<file path="src/rtl/bcd_adder_serial.sv">
// ---------------------------------------------------------------------------
// bcd_adder_serial
//
// Purpose:
//   Multi-digit packed-BCD adder that works digit-serially, one BCD digit
//   per clock, least significant digit first. A request is accepted with
//   start_i, the operands are latched, DIGITS clocks of digit processing
//   follow, and the registered result is presented with a one-cycle done_o
//   pulse. Throughput is one operation every DIGITS+1 clocks when requests
//   are issued back-to-back in the done cycle.
//
// Optional build macro:
//   BCD_SUB_EN - adds the sub_i port. With sub_i=1 the B operand is nines-
//                complemented digit by digit and the initial carry is forced
//                to 1, so the unit computes A - B (cout_o=1 means no borrow).
//
// Ports:
//   clk        in   rising-edge clock
//   rst_n      in   asynchronous active-low reset
//   start_i    in   operation request, only looked at while not busy
//   a_i        in   packed BCD operand A, digit i = a_i[4i+3:4i]
//   b_i        in   packed BCD operand B
//   cin_i      in   decimal carry-in
//   sub_i      in   (BCD_SUB_EN only) subtract request, sampled with start_i
//   busy_o     out  high while digits are being processed
//   done_o     out  one-cycle pulse, result outputs just updated
//   sum_o      out  packed BCD result of the last completed operation
//   cout_o     out  decimal carry-out of the most significant digit
//   invalid_o  out  some input digit of the last operation was above 9
// ---------------------------------------------------------------------------
module bcd_adder_serial #(
  parameter int DIGITS = 4
) (
  input  logic                  clk,
  input  logic                  rst_n,
  input  logic                  start_i,
  input  logic [4*DIGITS-1:0]   a_i,
  input  logic [4*DIGITS-1:0]   b_i,
  input  logic                  cin_i,
`ifdef BCD_SUB_EN
  input  logic                  sub_i,
`endif
  output logic                  busy_o,
  output logic                  done_o,
  output logic [4*DIGITS-1:0]   sum_o,
  output logic                  cout_o,
  output logic                  invalid_o
);

  localparam int W  = 4 * DIGITS;
  localparam int IW = (DIGITS > 1) ? $clog2(DIGITS) : 1;
  localparam logic [IW-1:0] LAST_IDX = IW'(DIGITS - 1);

  typedef enum logic [1:0] {
    IDLE = 2'd0,
    RUN  = 2'd1,
    DONE = 2'd2
  } state_e;

  state_e          state_q, state_d;
  logic [W-1:0]    opA_q, opA_d;
  logic [W-1:0]    opB_q, opB_d;
  logic            carry_q, carry_d;
  logic [IW-1:0]   idx_q, idx_d;
  logic [W-1:0]    acc_q, acc_d;
  logic            invAcc_q, invAcc_d;
  logic [W-1:0]    sum_q, sum_d;
  logic            cout_q, cout_d;
  logic            invalid_q, invalid_d;
`ifdef BCD_SUB_EN
  logic            subMode_q, subMode_d;
`endif

  logic [3:0]      digitA;
  logic [3:0]      digitBRaw;
  logic [3:0]      digitB;
  logic [4:0]      digitTotal;
  logic [3:0]      digitSum;
  logic            digitCarry;
  logic            digitInvalid;
  logic [W-1:0]    accNext;
  logic            launch;
  logic            launchCarry;

  // The latched operands are shifted right one digit per RUN cycle, so the
  // digit currently being processed always sits in the low nibble. Invalid
  // detection looks at the original B digit, before any complementing.
  always_comb begin
    digitA       = opA_q[3:0];
    digitBRaw    = opB_q[3:0];
`ifdef BCD_SUB_EN
    digitB       = subMode_q ? (4'd9 - digitBRaw) : digitBRaw;
`else
    digitB       = digitBRaw;
`endif
    digitInvalid = (digitA > 4'd9) || (digitBRaw > 4'd9);
    digitTotal   = {1'b0, digitA} + {1'b0, digitB} + {4'b0000, carry_q};
    // Decimal correction: adding 6 skips the six unused nibble codes.
    // Out-of-range digits go through the same rule without saturation.
    if (digitTotal > 5'd9) begin
      digitSum   = digitTotal[3:0] + 4'd6;
      digitCarry = 1'b1;
    end else begin
      digitSum   = digitTotal[3:0];
      digitCarry = 1'b0;
    end
  end

  // Result digits enter the accumulator from the top; after DIGITS shifts
  // the first digit produced has reached the least significant position.
  generate
    if (DIGITS == 1) begin : gAccSingle
      assign accNext = digitSum;
    end else begin : gAccMulti
      assign accNext = {digitSum, acc_q[W-1:4]};
    end
  endgenerate

  // A request is accepted whenever no digits are in flight, which includes
  // the DONE cycle so back-to-back operations lose no cycle.
  always_comb begin
    launch = start_i && (state_q != RUN);
`ifdef BCD_SUB_EN
    launchCarry = sub_i ? 1'b1 : cin_i;
`else
    launchCarry = cin_i;
`endif
  end

  // Next-state and datapath update. The visible result registers are only
  // written on the last digit, so they never expose a partial sum.
  always_comb begin
    state_d   = state_q;
    opA_d     = opA_q;
    opB_d     = opB_q;
    carry_d   = carry_q;
    idx_d     = idx_q;
    acc_d     = acc_q;
    invAcc_d  = invAcc_q;
    sum_d     = sum_q;
    cout_d    = cout_q;
    invalid_d = invalid_q;
`ifdef BCD_SUB_EN
    subMode_d = subMode_q;
`endif

    case (state_q)
      IDLE: begin
        state_d = IDLE;
      end
      RUN: begin
        opA_d    = opA_q >> 4;
        opB_d    = opB_q >> 4;
        carry_d  = digitCarry;
        acc_d    = accNext;
        invAcc_d = invAcc_q | digitInvalid;
        idx_d    = idx_q + IW'(1);
        if (idx_q == LAST_IDX) begin
          state_d   = DONE;
          sum_d     = accNext;
          cout_d    = digitCarry;
          invalid_d = invAcc_q | digitInvalid;
        end
      end
      DONE: begin
        state_d = IDLE;
      end
      default: begin
        state_d = IDLE;
      end
    endcase

    if (launch) begin
      state_d  = RUN;
      opA_d    = a_i;
      opB_d    = b_i;
      carry_d  = launchCarry;
      idx_d    = '0;
      acc_d    = '0;
      invAcc_d = 1'b0;
`ifdef BCD_SUB_EN
      subMode_d = sub_i;
`endif
    end
  end

  // State and datapath registers; reset discards any operation in flight.
  always_ff @(posedge clk or negedge rst_n) begin
    if (!rst_n) begin
      state_q   <= IDLE;
      opA_q     <= '0;
      opB_q     <= '0;
      carry_q   <= 1'b0;
      idx_q     <= '0;
      acc_q     <= '0;
      invAcc_q  <= 1'b0;
      sum_q     <= '0;
      cout_q    <= 1'b0;
      invalid_q <= 1'b0;
`ifdef BCD_SUB_EN
      subMode_q <= 1'b0;
`endif
    end else begin
      state_q   <= state_d;
      opA_q     <= opA_d;
      opB_q     <= opB_d;
      carry_q   <= carry_d;
      idx_q     <= idx_d;
      acc_q     <= acc_d;
      invAcc_q  <= invAcc_d;
      sum_q     <= sum_d;
      cout_q    <= cout_d;
      invalid_q <= invalid_d;
`ifdef BCD_SUB_EN
      subMode_q <= subMode_d;
`endif
    end
  end

  assign busy_o    = (state_q == RUN);
  assign done_o    = (state_q == DONE);
  assign sum_o     = sum_q;
  assign cout_o    = cout_q;
  assign invalid_o = invalid_q;

endmodule

</file>
<file path="config.mk">
export PLATFORM = sky130hd
export DESIGN_NAME = bcd_adder_serial
export DESIGN_NICKNAME = d
export VERILOG_FILES = /design/src/rtl/bcd_adder_serial.sv
export SDC_FILE = /design/constraint.sdc
export NUM_CORES = 1
export LEC_CHECK = 0
export CAP_MARGIN = 20
export CORE_MARGIN = 4
export CORE_UTILIZATION = 52
export DETAILED_ROUTE_END_ITERATION = 10
export HOLD_SLACK_MARGIN = 0.05
export PLACE_DENSITY = 0.79
export SLEW_MARGIN = 20
export SYNTH_ARGS = -nofsm -noshare
export SYNTH_HDL_FRONTEND = slang
export SYNTH_SLANG_ARGS = --single-unit
</file>
<file path="constraint.sdc">
create_clock -name clk -period 3.5 [get_ports clk]
set_clock_uncertainty 0.05 [all_clocks]
set_input_delay 0.525 -clock clk [delete_from_list [all_inputs] [get_ports clk]]
set_output_delay 0.525 -clock clk [all_outputs]
set_load 0.02 [all_outputs]
</file>
==> summary.md, run 1 <==
### Worst setup path
* **launch point of the worst reg-to-reg path** opA_q[0]$_DFFE_PN0P_
* **number of buffers and inverters on the critical path** 1
* **cell repeated most along the worst path** sky130_fd_sc_hd__fa_1
* **delay contributed by the slowest stage of the critical path** 0.64 ns
* **Worst Path Arrival** 2.99 ns
* **kind of critical path** flop to flop
* **cell at the slowest stage of the critical path** sky130_fd_sc_hd__fa_1
* **startpoint of the most critical setup path** opA_q[0]$_DFFE_PN0P_
* **Data required, critical path** 3.73 ns
* **Critical Path End Type** flop
* **Worst Path Max Fanout** 8
* **r2r setup slk** 0.74 ns
* **endpoint of the worst-slack reg-to-reg timing path** sum_o[13]$_DFFE_PN0P_
* **Worst R2R Path Depth** 7
* **cell family contributing the most delay on the critical path** adder cells
* **type of origin of the critical path** flop
* **sequence of cells on the critical path** fa_1, fa_1, inv_1, ha_1, a21o_1, or4_1, nand3_1

### Cells and area
* **Final nets** 381
* **final instance count without filler cells** 414
* **layout cells sized above 1** 11.1%
* **end-of-flow core utilization** 68.6%
* **layout overhead on the synthesized area** 24.5%
* **Filler cells** 431
* **number of diodes added for antenna fixing** 0

### STA
* **final hold viol count** 0
* **actual slew at the worst max-slew pin** 0.832 ns
* **setup_tns** 0 ns
* **Tmin final** 2.76 ns
* **Relative slew margins** 44.5%
* **fin crit share** 78.8%
* **number of setup violations in the final report** 0
* **number of pins exceeding their max-slew limit in the final report** 0
* **RSZ-0062 raised after global routing** false
* **f_max** 362 MHz
* **post-route setup slack** 0.740 ns

### Floorplanning
* **Cell Rows** 27
* **starting density of the core** 55.1%
* **I/O pins** 56
* **die extent in x** 85.3 um
* **placeable core region** 5640 um^2
* **Die Span Y** 85.3 um
* **area enclosed by the die boundary** 7280 um^2

### Routing
* **antenna-violating nets left** 0
* **first-pass detailed-route iteration total** 5
* **violation count after the first detailed-routing iteration** 118
* **Final Routed Wirelength** 6260 um
* **overall via count from detail_route** 2242
* **wire length per cell after detailed routing** 15.1 um
* **via density per instance** 5.42
* **DRC violations left** 0

### Clocking
* **CTS tree** yes
* **CTS root buf** sky130_fd_sc_hd__clkbuf_8
* **number of buffers inserted by hold repair at cts** 0
* **number of levels the H-tree was split into** 3
* **number of gates given a new drive strength after cts** 0
* **Bufs on Longest Clock Path** 2
* **Clock Latency Late Sink** 0.34 ns
* **total number of clock tree sinks** 68
* **clock buffer count from CTS** 9
* **register clock-pin slew on the reported worst setup and hold paths** 0.07 ns
* **buffers inserted by post-CTS timing repair** 0

### Place
* **number of buffer cells added on primary ports** 55
* **total half-perimeter wirelength after legalization and detailed placement** 4340 um
* **worst slack at placement** 0.746 ns
* **routability cong.** 0.834
* **count of placed standard cells including taps** 399

### Synth
* **compound-gate portion of the synthesized area** 9.05%
* **mux cell area share after synthesis** 15.6%
* **most frequently used flop master after synthesis** sky130_fd_sc_hd__dfrtp_1
* **Synth Warn #** 0
* **xor and xnor fraction of the mapped netlist area** 0.563%
* **simple-gate share of the synthesized area** 13.8%
* **mapped cell area** 3110 um^2
* **Avg Synthesized Cell Area** 11.0 um^2
* **Post-synth EDFFs** 0
* **fraction of synthesis flops using an asynchronous set or reset pin** 100%
* **count of unique library cells instantiated by Yosys** 36
* **adder-cell area share of the yosys netlist** 3.30%
* **Post-Syn Instances** 284
* **Syn Nets** 327
* **main combinational cell family by area after synthesis** multiplexers
* **sequential cell area fraction in the yosys report** 54.7%
* **count of state elements after synthesis** 68

### Flow run
* **Max Cap Violations** 0

### GRT
* **number of antenna violations at the first check in global routing** 0
* **met3 demand-to-capacity share in global routing** 4.37%
* **busiest metal layer after global routing** met2
* **pin count of the biggest net entering global routing** 69
* **grt met2 use** 28.6%
* **met1 demand-to-capacity share in global routing** 25.5%
* **vias in the first global route** 2162
* **overall track demand over capacity in global routing** 18.6%
* **grt ovf** 0
* **global-route wire length before repair** 10600 um

### Pwr
* **LEAKAGE** 1.85 nW
* **power density over cell area** 912 nW/um^2
* **highest ir drop seen on vdd** 0.000456 V

### Outcome
* **status** finished clean

### Worst hold path
* **class of the most critical hold timing path** input port to async pin

==> layout by cell type, fill, tap and decap left out, types with 6 or more instances in the layout <==
cell type and instances:
sky130_fd_sc_hd__dfrtp_1 68, sky130_fd_sc_hd__clkdlybuf4s50_1 53, sky130_fd_sc_hd__nand2_1 49, sky130_fd_sc_hd__mux2i_1 35
sky130_fd_sc_hd__o21ai_0 32, sky130_fd_sc_hd__nor2_1 15, sky130_fd_sc_hd__nand3b_1 13, sky130_fd_sc_hd__mux2_2 12
sky130_fd_sc_hd__clkbuf_8 11, sky130_fd_sc_hd__a21oi_1 6
==> where the power goes <==
group	switching, mW	total (mW)	internal, mW
combinational	0.924	1.65	0.725
sequential	0.202	1.32	1.12
clock	0.276	0.566	0.290
==> cells by family after synthesis <==
family / after synthesis
xor gates and xnor gates: 2
adders and majority gates: 7
muxes: 47
buffers and inverters: 21
and+or+nand+nor: 89
DFF: 68
AOI/OAI and AO/OA: 50
==> Yosys cell counts (2+ instances only) <==
library cell / count / share of area [%]
sky130_fd_sc_hd__mux2_2: 12 / 4.3
sky130_fd_sc_hd__mux2i_1: 35 / 11
sky130_fd_sc_hd__clkbuf_1: 12 / 1.4
sky130_fd_sc_hd__inv_1: 3 / 0.36
sky130_fd_sc_hd__buf_1: 2 / 0.24
sky130_fd_sc_hd__fa_1: 2 / 1.3
sky130_fd_sc_hd__a21o_1: 2 / 0.48
sky130_fd_sc_hd__a21o_2: 2 / 0.56
sky130_fd_sc_hd__or4_1: 2 / 0.48
sky130_fd_sc_hd__ha_1: 5 / 2.0
sky130_fd_sc_hd__a21oi_1: 6 / 0.97
sky130_fd_sc_hd__nor2b_1: 2 / 0.40
sky130_fd_sc_hd__buf_2: 2 / 0.32
sky130_fd_sc_hd__nand2_1: 49 / 5.9
sky130_fd_sc_hd__nand3b_1: 13 / 3.1
sky130_fd_sc_hd__nor2_1: 15 / 1.8
sky130_fd_sc_hd__o21ai_0: 32 / 5.1
sky130_fd_sc_hd__nand3_1: 2 / 0.32
sky130_fd_sc_hd__o21ai_1: 2 / 0.32
sky130_fd_sc_hd__dfrtp_1: 68 / 55
==> flip-flops by register name, summed over array words and instances (netlist names) <==
name	flops
acc_q	12
carry_q	1
cout_o	1
idx_q	2
invAcc_q	1
invalid_o	1
opA_q	16
opB_q	16
state_q	2
sum_o	16
==> final cells by class <==
type	count	area, um^2	share of cell area, %
timing repair buffer	60	578	14.9
sequential	68	1700	44.0
inverter	4	15.0	0.388
tap	72	90.1	2.33
multi-input combinational	195	1320	34.0
clock inverter	2	10.0	0.259
clock buffer	13	159	4.10
==> worst max-delay path by stage <==
stage / slack (ns) / to / cells past startpoint
finish: 0.74 / sum_o[13]$_DFFE_PN0P_ / 7
global route: 0.60 / sum_o[13]$_DFFE_PN0P_ / 7
CTS: 0.73 / sum_o[13]$_DFFE_PN0P_ / 7
detailed placement: 0.75 / sum_o[13]$_DFFE_PN0P_ / 7
global placement: 0.82 / sum_o[13]$_DFFE_PN0P_ / 7
floorplan: 0.91 / sum_o[13]$_DFFE_PN0P_ / 7
==> stage by stage <==
step	instance area (um^2)	hold slack (ns)	power [mW]
floorplan	3110	0.179	2.45
global placement	3700	0.409	2.90
detailed placement	3700	0.414	2.99
CTS	3870	0.346	3.55
global route	3870	0.387	3.80
finish	3870	0.323	3.53
==> worst reg2reg max path, stage by stage, from the launching register on <==
cell and delay [ns]:
sky130_fd_sc_hd__dfrtp_1 0.40, sky130_fd_sc_hd__fa_1 0.47, sky130_fd_sc_hd__fa_1 0.64, sky130_fd_sc_hd__inv_1 0.09
sky130_fd_sc_hd__ha_1 0.24, sky130_fd_sc_hd__a21o_1 0.23, sky130_fd_sc_hd__or4_1 0.51, sky130_fd_sc_hd__nand3_1 0.08
==> routing by layer <==
layer	vias to the layer above	part of all wire (%)
met5	-	0
met1	1097	46
li1	1092	-
met4	0	1.7
met2	45	49
met3	8	3.7
No activity file was read; power rests on OpenSTA's default activity.
==> run 2, diff against run 1 <==
--- a/config.mk
+++ b/config.mk
@@ -7,10 +7,10 @@
 export LEC_CHECK = 0
 export CAP_MARGIN = 20
 export CORE_MARGIN = 4
-export CORE_UTILIZATION = 52
+export CORE_UTILIZATION = 47
 export DETAILED_ROUTE_END_ITERATION = 10
 export HOLD_SLACK_MARGIN = 0.05
-export PLACE_DENSITY = 0.79
+export PLACE_DENSITY = 0.76
 export SLEW_MARGIN = 20
 export SYNTH_ARGS = -nofsm -noshare
 export SYNTH_HDL_FRONTEND = slang
==> constraint.sdc (replaced) <==
create_clock -name clk -period 2.3 [get_ports clk]
set_clock_uncertainty 0.05 [all_clocks]
set_input_delay 0.345 -clock clk [delete_from_list [all_inputs] [get_ports clk]]
set_output_delay 0.345 -clock clk [all_outputs]
set_load 0.02 [all_outputs]
==> run 2 against run 1 <==
Compared with the run above: the flow now finishes with violations (setup timing); global-route usage is 0.48 points lower; utilization shrank 3.8 points; die area increased by 9.6%; via count shrank 0.76%; clock power grew 89%; power increased by 75%; hold slack improved by 0.11 ns; first-iteration DRC count up 7.6%; count of clock-buffer cells in the layout shrank 2; non-clock buffer count is 11 higher; largest cell class unchanged; largest power group unchanged.
==> summary.md, run 2 (synthesis gave the netlist of run 1 again) <==
### Pwr
* **clock network power share** 17.3%
* **share of total power in sequential cells** 32.6%
* **power density over cell area** 1490 nW/um^2
* **Gate power share** 50.1%
* **highest ir drop seen on vdd** 0.00111 V
* **internal power component** 3.82 mW
* **fraction of power spent switching nets** 38.0%
* **LEAKAGE** 1.94 nW
* **net switching component of the power** 2.35 mW

### Cells and area
* **highest-count cells in the layout ignoring fill and taps** 68 x sky130_fd_sc_hd__dfrtp_1, 53 x sky130_fd_sc_hd__clkdlybuf4s50_1, 49 x sky130_fd_sc_hd__nand2_1
* **layout overhead on the synthesized area** 33.0%
* **layout cells sized above 1** 17.5%
* **number of diodes added for antenna fixing** 0
* **Final nets** 392
* **end-of-flow core utilization** 64.8%
* **leading cell type in the layout, fill and taps excluded** sky130_fd_sc_hd__dfrtp_1
* **final instance count without filler cells** 431
* **final standard cell area without fillers** 4140 um^2

### STA
* **number of pins exceeding their max-slew limit in the final report** 0
* **number of setup violations in the final report** 8
* **final hold viol count** 0
* **fin crit share** 106%
* **RSZ-0062 raised after global routing** true
* **Relative slew margins** 62.7%
* **f_max** 408 MHz
* **actual slew at the worst max-slew pin** 0.560 ns
* **Tmin final** 2.45 ns
* **setup_tns** -0.742 ns
* **post-route setup slack** -0.148 ns

### GRT
* **vias in the first global route** 2271
* **global-route wire length before repair** 11000 um
* **number of antenna violations at the first check in global routing** 0
* **grt ovf** 0
* **overall track demand over capacity in global routing** 18.1%
* **pin count of the biggest net entering global routing** 59

### Worst setup path
* **r2r setup slk** -0.15 ns
* **kind of critical path** flop to flop
* **Data required, critical path** 2.52 ns
* **startpoint of the most critical setup path** carry_q$_DFFE_PN0P_
* **Critical Path End Type** flop
* **type of origin of the critical path** flop
* **number of buffers and inverters on the critical path** 1
* **Worst Path Arrival** 2.66 ns
* **cell family contributing the most delay on the critical path** adder cells
* **cell repeated most along the worst path** sky130_fd_sc_hd__fa_2
* **delay contributed by the slowest stage of the critical path** 0.55 ns
* **launch point of the worst reg-to-reg path** carry_q$_DFFE_PN0P_
* **Worst Path Max Fanout** 5
* **cell at the slowest stage of the critical path** sky130_fd_sc_hd__fa_2
* **sequence of cells on the critical path** fa_2, fa_2, inv_2, ha_4, a21o_4, or4_1, nand3_1

### Clocking
* **Bufs on Longest Clock Path** 2
* **register clock-pin slew on the reported worst setup and hold paths** 0.07 ns
* **number of levels the H-tree was split into** 3
* **CTS root buf** sky130_fd_sc_hd__clkbuf_8
* **total number of clock tree sinks** 68
* **clock buffer count from CTS** 9
* **CTS tree** yes
* **Clock Latency Late Sink** 0.33 ns

### Outcome
* **status** finished, violations left
* **violated checks** setup timing

### Floorplanning
* **I/O pins** 56
* **Cell Rows** 29
* **die extent in x** 89.4 um
* **area enclosed by the die boundary** 7980 um^2
* **starting density of the core** 48.7%
* **Die Span Y** 89.4 um
* **placeable core region** 6390 um^2

### Routing
* **violation count after the first detailed-routing iteration** 127
* **first-pass detailed-route iteration total** 4
* **antenna-violating nets left** 0
* **Final Routed Wirelength** 6550 um
* **overall via count from detail_route** 2225
* **wire length per cell after detailed routing** 15.2 um
* **via density per instance** 5.16
* **DRC violations left** 0

### Place
* **number of buffer cells added on primary ports** 55
* **dpl cell area** 3800 um^2
* **worst slack at placement** -0.136 ns
* **count of placed standard cells including taps** 409
* **total half-perimeter wirelength after legalization and detailed placement** 4450 um
* **routability cong.** 0.783

### Worst hold path
* **class of the most critical hold timing path** flop to flop
* **startpoint of the worst hold path** sum_o[12]$_DFFE_PN0P_

### Flow run
* **Max Cap Violations** 0

[run 2: cell count changes in the layout (fill, tap and decap cells not counted), moves of 2 or more]
cell / change
sky130_fd_sc_hd__buf_12: +2
sky130_fd_sc_hd__fa_2: +2
sky130_fd_sc_hd__fa_1: -2
sky130_fd_sc_hd__bufinv_16: +2
sky130_fd_sc_hd__buf_4: +6
sky130_fd_sc_hd__a21oi_1: -2
sky130_fd_sc_hd__buf_6: +2
sky130_fd_sc_hd__a21o_4: +2
[run 2: layout make-up]
type / count / area, um^2
tap: 77 / 96.3
clock inverter: 5 / 75.1
timing repair buffer: 71 / 696
multi-input combinational: 195 / 1410
clock buffer: 11 / 141
sequential: 68 / 1700
inverter: 4 / 15.0
fill: 486 / 2250
[run 2: power by group through the flow]
stage	combinational, mW	clock [mW]	sequential, mW
finish	3.09	1.07	2.01
global route	3.46	1.15	2.07
CTS	2.81	1.09	2.01
detailed placement	2.71	0	2.03
global placement	2.62	0	2.00
floorplan	1.70	0	2.11
[run 2: path summary, 6_finish.rpt]
path,endpoint,cells past startpoint
hold reg to reg,sum_o[12]$_DFFE_PN0P_,2
setup / recovery,acc_q[13]$_DFFE_PN0P_,7
min in group asynchronous,opA_q[15]$_DFFE_PN0P_,2
max in group asynchronous,opB_q[0]$_DFFE_PN0P_,3
hold / removal,sum_o[12]$_DFFE_PN0P_,2
setup reg to reg,acc_q[13]$_DFFE_PN0P_,7
[run 2: repair_timing]
action / 4_1_cts / 5_1_grt
pin swaps: 2 / 4
hold buffers: 1 / 0
endpoints found under the hold margin: 22 / 0
endpoints found under the setup margin: 8 / 8
resized for setup: 4 / 10
setup buffers: 2 / 3
[run 2: worst min-delay path, cell delays in order (launching register included)]
cell                      delay, ns
sky130_fd_sc_hd__dfrtp_1       0.34
sky130_fd_sc_hd__nand2_1       0.05
sky130_fd_sc_hd__o21ai_0       0.06
[run 2: routing by layer]
| layer | routed length (um) | global-route usage (%) |
|---|---|---|
| met5 | 0 | 0 |
| met4 | 52 | 6.90 |
| met3 | 243 | 3.41 |
| met2 | 3360 | 28.9 |
| met1 | 2890 | 24.6 |
[run 2: through the flow]
stage / total power [mW] / hold slack (ns)
floorplan: 3.81 / -0.000591
global placement: 4.62 / 0.308
detailed placement: 4.74 / 0.324
CTS: 5.91 / 0.440
global route: 6.68 / 0.456
finish: 6.17 / 0.432
==> run 3, diff against run 2 <==
--- a/config.mk
+++ b/config.mk
@@ -9,6 +9,7 @@
 export CORE_MARGIN = 4
 export CORE_UTILIZATION = 47
 export DETAILED_ROUTE_END_ITERATION = 10
+export GPL_ROUTABILITY_DRIVEN = 0
 export HOLD_SLACK_MARGIN = 0.05
 export PLACE_DENSITY = 0.76
 export SLEW_MARGIN = 20
==> results of run 3 <==
Final layout, timing and power as in run 2 (identical DEF).
